`config.mk`:
```
export PLATFORM = sky130hd
export DESIGN_NAME = bit_speck128_128_hierarchy_carry_sharing
export DESIGN_NICKNAME = d
export VERILOG_FILES = /design/src/rtl/bit_speck128_128_hierarchy_carry_sharing.sv
export SDC_FILE = /design/constraint.sdc
export NUM_CORES = 1
export LEC_CHECK = 0
export BUFFER_PORTS_ARGS = -buffer_cell sky130_fd_sc_hd__clkbuf_2
export CORE_UTILIZATION = 55
export CTS_CLUSTER_DIAMETER = 100
export DETAILED_ROUTE_END_ITERATION = 12
export PLACE_DENSITY = 0.71
export SYNTH_ARGS = -nofsm -noshare
export SYNTH_HDL_FRONTEND = slang
export SYNTH_SLANG_ARGS = --single-unit
```
`constraint.sdc`:
```
create_clock -name clk -period 16.6 [get_ports clk]
set_clock_uncertainty 0.1 [all_clocks]
set_input_delay 2.49 -clock clk [delete_from_list [all_inputs] [get_ports clk]]
set_output_delay 2.49 -clock clk [all_outputs]
set_load 0.02 [all_outputs]
```
`src/rtl/bit_speck128_128_hierarchy_carry_sharing.sv`:
```
// Bit-serial Speck128/128 encryption core, 3-share threshold implementation.
// Every word (x, y, l, k) is held as three Boolean shares in 64-bit rotating
// registers. One bit of each word is produced per cycle, LSB first. Each new
// bit enters at the MSB, so after 64 cycles every word is back in its natural
// alignment.
//
// Operating modes, decoded from we / Start / round counter:
//   mode       | meaning
//   MODE_IDLE  | Start=0, nothing moves
//   MODE_LOAD  | we=1, shift plaintext and key bits in, clear counters
//   MODE_RUN   | Start=1, rounds < 32, one bit of one round per cycle
//   MODE_DONE  | Start=1, rounds = 32, x/y rotate right to stream the result
//
// Reads needing bits that the rotation has already shifted out are served by
// small side registers:
//   - ROR8 needs old bits 0..7 at bit positions 56..63. An 8-bit shadow
//     captures them during bits 0..7.
//   - ROL3 needs old bit j-3. A 3-bit delay line supplies it for j >= 3.
//     For j < 3 the old bit 61+j is still at position 61.
module bit_speck128_128_hierarchy_carry_sharing (
    input  logic       clk,
    input  logic       rst,
    input  logic       data_ina,
    input  logic       data_inb,
    input  logic       data_inc,
    input  logic       k_data_ina,
    input  logic       k_data_inb,
    input  logic       k_data_inc,
    input  logic       carry_init_a,
    input  logic       carry_init_b,
    input  logic       carry_init_c,
    input  logic       we,
    input  logic       Start,
    output logic [1:0] cipher_out1,
    output logic [1:0] cipher_out2,
    output logic [1:0] cipher_out3,
    output logic       rndlessthan32
);

    typedef enum logic [1:0] {
        MODE_IDLE = 2'd0,
        MODE_LOAD = 2'd1,
        MODE_RUN  = 2'd2,
        MODE_DONE = 2'd3
    } mode_t;

    // Share registers; index 0/1/2 = share a/b/c
    logic [63:0] x_q [3];
    logic [63:0] y_q [3];
    logic [63:0] l_q [3];
    logic [63:0] k_q [3];
    logic [7:0]  sx_q [3];
    logic [7:0]  sl_q [3];
    logic [2:0]  dy_q [3];
    logic [2:0]  dk_q [3];
    logic [2:0]  cx_q;
    logic [2:0]  cl_q;
    logic [5:0]  bit_cnt;
    logic [5:0]  rnd;

    mode_t       mode;
    logic [2:0]  din, kin, cinit;
    logic [2:0]  xr, yj, kj, lr, yrol, krol;
    logic [2:0]  cin_x, cin_l, xn, yn, ln, kn, cx_n, cl_n;
    logic [7:0]  rnd_ext;
    logic        rc;

    // Shared AND: output share i only sees input shares i+1 and i+2
    function automatic logic [2:0] and_ti(input logic [2:0] a, input logic [2:0] b);
        logic [2:0] z;
        z[0] = (a[1] & b[1]) ^ (a[1] & b[2]) ^ (a[2] & b[1]);
        z[1] = (a[2] & b[2]) ^ (a[2] & b[0]) ^ (a[0] & b[2]);
        z[2] = (a[0] & b[0]) ^ (a[0] & b[1]) ^ (a[1] & b[0]);
        return z;
    endfunction

    // Shared majority (carry-out); XOR of non-complete terms stays non-complete
    function automatic logic [2:0] maj_ti(input logic [2:0] a, input logic [2:0] b,
                                          input logic [2:0] c);
        return and_ti(a, b) ^ and_ti(a, c) ^ and_ti(b, c);
    endfunction

    assign rndlessthan32 = ~rnd[5];
    assign cipher_out1   = {x_q[0][0], y_q[0][0]};
    assign cipher_out2   = {x_q[1][0], y_q[1][0]};
    assign cipher_out3   = {x_q[2][0], y_q[2][0]};

    assign din     = {data_inc, data_inb, data_ina};
    assign kin     = {k_data_inc, k_data_inb, k_data_ina};
    assign cinit   = {carry_init_c, carry_init_b, carry_init_a};
    assign rnd_ext = {2'b00, rnd};

    // Mode decode; load wins over run
    always_comb begin
        mode = MODE_IDLE;
        if (we)
            mode = MODE_LOAD;
        else if (Start && rndlessthan32)
            mode = MODE_RUN;
        else if (Start)
            mode = MODE_DONE;
    end

    // One bit of the round function and key schedule, per share
    always_comb begin
        xr    = '0;
        yj    = '0;
        kj    = '0;
        lr    = '0;
        yrol  = '0;
        krol  = '0;
        cin_x = '0;
        cin_l = '0;
        rc    = (bit_cnt[5:3] == 3'd0) ? rnd_ext[bit_cnt[2:0]] : 1'b0;
        for (int s = 0; s < 3; s++) begin
            xr[s]    = (bit_cnt < 6'd56) ? x_q[s][8] : sx_q[s][0];
            lr[s]    = (bit_cnt < 6'd56) ? l_q[s][8] : sl_q[s][0];
            yj[s]    = y_q[s][0];
            kj[s]    = k_q[s][0];
            yrol[s]  = (bit_cnt < 6'd3) ? y_q[s][61] : dy_q[s][2];
            krol[s]  = (bit_cnt < 6'd3) ? k_q[s][61] : dk_q[s][2];
            cin_x[s] = (bit_cnt == 6'd0) ? cinit[s] : cx_q[s];
            cin_l[s] = (bit_cnt == 6'd0) ? cinit[s] : cl_q[s];
        end
        xn   = xr ^ yj ^ cin_x ^ kj;
        yn   = yrol ^ xn;
        ln   = lr ^ kj ^ cin_l ^ {2'b00, rc};
        kn   = krol ^ ln;
        cx_n = maj_ti(xr, yj, cin_x);
        cl_n = maj_ti(lr, kj, cin_l);
    end

    // Share registers, side registers and carries
    always_ff @(posedge clk) begin
        if (rst) begin
            for (int s = 0; s < 3; s++) begin
                x_q[s]  <= '0;
                y_q[s]  <= '0;
                l_q[s]  <= '0;
                k_q[s]  <= '0;
                sx_q[s] <= '0;
                sl_q[s] <= '0;
                dy_q[s] <= '0;
                dk_q[s] <= '0;
            end
            cx_q <= '0;
            cl_q <= '0;
        end else begin
            case (mode)
                MODE_LOAD: begin
                    for (int s = 0; s < 3; s++) begin
                        x_q[s] <= {din[s], x_q[s][63:1]};
                        y_q[s] <= {x_q[s][0], y_q[s][63:1]};
                        l_q[s] <= {kin[s], l_q[s][63:1]};
                        k_q[s] <= {l_q[s][0], k_q[s][63:1]};
                    end
                end
                MODE_RUN: begin
                    for (int s = 0; s < 3; s++) begin
                        x_q[s]  <= {xn[s], x_q[s][63:1]};
                        y_q[s]  <= {yn[s], y_q[s][63:1]};
                        l_q[s]  <= {ln[s], l_q[s][63:1]};
                        k_q[s]  <= {kn[s], k_q[s][63:1]};
                        dy_q[s] <= {dy_q[s][1:0], y_q[s][0]};
                        dk_q[s] <= {dk_q[s][1:0], k_q[s][0]};
                        if (bit_cnt < 6'd8) begin
                            sx_q[s] <= {x_q[s][0], sx_q[s][7:1]};
                            sl_q[s] <= {l_q[s][0], sl_q[s][7:1]};
                        end else if (bit_cnt >= 6'd56) begin
                            sx_q[s] <= {1'b0, sx_q[s][7:1]};
                            sl_q[s] <= {1'b0, sl_q[s][7:1]};
                        end
                    end
                    cx_q <= cx_n;
                    cl_q <= cl_n;
                end
                MODE_DONE: begin
                    for (int s = 0; s < 3; s++) begin
                        x_q[s] <= {x_q[s][0], x_q[s][63:1]};
                        y_q[s] <= {y_q[s][0], y_q[s][63:1]};
                    end
                end
                default: ;
            endcase
        end
    end

    // Bit and round counters
    always_ff @(posedge clk) begin
        if (rst || mode == MODE_LOAD) begin
            bit_cnt <= '0;
            rnd     <= '0;
        end else if (mode == MODE_RUN) begin
            bit_cnt <= bit_cnt + 6'd1;
            if (bit_cnt == 6'd63)
                rnd <= rnd + 6'd1;
        end
    end

endmodule

```
==> key figures <==
Status
  • Status: finished, final reports clean

Finish
  • Core Util, Final: 0.616
  • Layout cells sized above 1: 0.0809
  • Reg area: around 25000 um^2
  • Multi-input logic area: between 6000 and 7000 um^2
  • Fill count: ~4200
  • Nets@finish: 2081
  • Syn-to-layout area delta: 10.8%
  • Fin cells: 2901

Min path
  • Hold_sp: cx_q[0]
  • Hold Path Stages: 2
  • HP Class: reg2reg
  • Hold path endpoint: cx_q[0]

STA
  • Worst Max-Slew Pin Slew: 1.25 ns
  • Max Clk Rate: roughly 180 MHz
  • Setup violators final: 0
  • RSZ-0062 raised after global routing: false
  • Fin crit period: ~5.6 ns
  • Relative slew slack: 0.165
  • Final period utilization: 0.340
  • Number of hold violations in the final report: 0
  • Total Neg Setup Slack: 0 ns
  • Final max-slew violation count: 0

Placed design
  • RePlAce Congestion: approximately 0.83
  • Port bufs: 19
  • Post-DP HPWL: 23200 um
  • Placed insts: between 2000 and 3000

Global route
  • Initial antenna violation count: 4
  • GRT Util Overall: 0.161
  • GRT overflow: 0
  • Global-route wire length before repair: ~78000 um
  • Largest net degree at the start of global routing: 379
  • Vias in the first global route: around 15000

Logic synthesis
  • Yosys warns: 0
  • Post-synth top area cell: edfxtp_1
  • Cell Area, Synth: 32800 um^2
  • Main synth FF type: edfxtp_1
  • Area contributors post-synth: edfxtp_1 76%, and2_1 15%, dfxtp_1 1.2%
  • Avg Inst Size Synth: about 16 um^2
  • Post-synth EDFFs: 832
  • Synth unique cells: just over 60
  • Post-synth ARST share: 0
  • Synth top area share: 0.761
  • Post-synthesis sequential area ratio: 0.773
  • Mapped Nets: approximately 2100
  • Post-synthesis register bit count: 852
  • Post-Syn Instances: 2055

Clock network
  • Clk buf depth: 3
  • CTS tree: built
  • CTS HTree Levels: 3
  • Post-CTS Setup Repair Bufs: 0
  • CTS resizes: 0
  • Clock transition at path regs: approximately 0.06 ns
  • CTS sink count: 852
  • Hold_buf cts: 0
  • CTS buffer count: between 80 and 90
  • Clock latency on the worst-skew pair: around 0.61 ns
  • Root Buffer: clkbuf_16

Routing
  • Drt total wl: ~47000 um
  • Residual DRC count: 0
  • Vias per cell: ~5.2
  • Post-route ant nets: 0
  • Wire length per cell: 16.2 um
  • DRC violation total after the first TritonRoute iteration: between 1000 and 1500
  • DR pass1 iterations: 5
  • Overall via count from detail_route: around 15000

Floorplan
  • Core Region: ~60000 um^2
  • Core Rows: 89
  • Die area: between 60000 and 70000 um^2
  • Die height: roughly 250 um
  • Die width: approximately 250 um
  • IO Pins: 20
  • Starting Density: 0.556

Worst setup path
  • CP startpoint kind: input pin
  • CP peak stage delay: 1.00 ns
  • Critical Path, Cell by Cell: clkbuf_2, or2_0, or2_4, buf_4, buf_4
  • Worst flop-to-flop path endpoint: l_q[0][121]
  • Critical Path Most Common Cell: buf_4
  • Crit end category: register
  • CP max-delay cell: buf_4
  • R2R Setup Slk: between 10 and 15 ns
  • Crit Path Class: in2reg
  • Max Fanout on Critical Path: 97
  • FF-to-FF Start: rnd[5]
  • Data arrival, critical path: 5.76 ns
  • R2R cell count: 5
  • WP data required: about 17 ns

Power and ir drop
  • Leak: 0.0143 uW
  • PD cells: 127 nW/um^2
  • Peak supply drop: between 90 and 100 uV

Flow run
  • Max Cap Viol: 0
## flip-flops by register name (all words and copies together) (netlist names)
signal and cells:
dy_q 9, sl_q 24, k_q 192, l_q 192, x_q 192, sx_q 24, y_q 192, cx_q 3
dk_q 9, cl_q 3, rnd 6, bit_cnt 6
## cell usage after synthesis, types with 3 or more instances
library cell / instances
xor2_1: 15
mux2i_1: 13
nand4_1: 4
xnor2_1: 19
clkbuf_1: 106
a21oi_1: 17
a21o_1: 5
nand3_1: 12
nand2_1: 25
a22oi_1: 8
buf_4: 6
edfxtp_1: 832
o22ai_1: 3
nor2_1: 31
mux2_2: 4
o211ai_1: 6
and3_1: 51
inv_1: 11
o21ai_0: 19
and2_1: 771
nor2b_1: 5
or3_1: 5
dfxtp_1: 20
nor3b_1: 3
o21ai_1: 3
ha_1: 9
a22o_1: 3
## routing by layer
layer / share of wire / GRT usage / vias to the layer above
li1: - / - / 7259
met1: 0.50 / 0.251 / 7475
met2: 0.42 / 0.216 / 270
met3: 0.053 / 0.0441 / 110
met4: 0.025 / 0.0543 / 8
met5: 0.0013 / 0 / -
## cell families (layout without fill, tap and decap cells)
logic type                 Yosys count  after routing  share of synthesized area
xor gates and xnor gates            35             35                    0.00976
DFF                                852            852                      0.773
adders and majority gates            9              9                    0.00343
buffers and inverters              125            197                     0.0150
AOI/OAI and AO/OA                   86             86                     0.0175
other                                0              1                          0
muxes                               20             20                    0.00739
and+or+nand+nor                    928            928                      0.174
## worst max path at each step
stage / from / end / slack (ns)
after floorplan: rst / x_q[0][0] / 4.78
after global placement: rst / l_q[0][123] / 10.39
after detailed placement: rst / l_q[0][123] / 10.30
after CTS: rst / l_q[0][121] / 10.96
after global routing: rst / k_q[0][177] / 10.70
final: rst / l_q[0][121] / 10.96
## power breakdown
| group | internal (uW) | leakage [uW] | switching (uW) | total, uW |
|---|---|---|---|---|
| Clock | 1110 | 0.00135 | 780 | 1890 |
| Sequential | 2520 | 0.00962 | 40.6 | 2560 |
| Combinational | 60.1 | 0.00336 | 107 | 167 |
## final cells by class
type	instances	share of cell area
diodes	1	0.0000688
clock buffers	112	0.0650
clock inverters	43	0.0112
inverters	12	0.00124
multi-input cells	1078	0.192
flip-flops and latches	852	0.698
well taps	773	0.0266
repair buffers	30	0.00592
## worst max-delay path: cells and delay by family
kind | cells | cell delay (ns)
buffers and inverters | 3 | 2.05
AND/OR/NAND/NOR | 2 | 1.10
## cells in the final DEF (no fill, tap or decap), types with 4 or more instances in the layout
master / n
a21o_1: 5
a21oi_1: 17
a22oi_1: 8
and2_1: 771
and3_1: 51
buf_4: 8
bufinv_16: 7
clkbuf_1: 18
clkbuf_16: 89
clkbuf_2: 19
clkbuf_8: 5
clkinv_1: 15
clkinv_2: 13
clkinvlp_4: 5
dfxtp_1: 20
edfxtp_1: 832
ha_1: 9
inv_1: 11
mux2_2: 4
mux2i_1: 13
nand2_1: 25
nand3_1: 12
nand4_1: 4
nor2_1: 29
nor2b_1: 4
o211ai_1: 6
o21ai_0: 19
or3_1: 4
xnor2_1: 19
xor2_1: 15
## through the flow
stage	total power [uW]	instance area [um^2]	setup slack [ns]	hold slack (ns)
finish	4620	36400	10.96	0.367
global placement	2760	33600	10.39	0.337
CTS	4660	36400	10.96	0.365
floorplan	2730	32800	4.78	0.319
global route	4780	36400	10.70	0.396
detailed placement	2770	33600	10.30	0.353
Note: power is estimated with default switching activity, not from simulation.
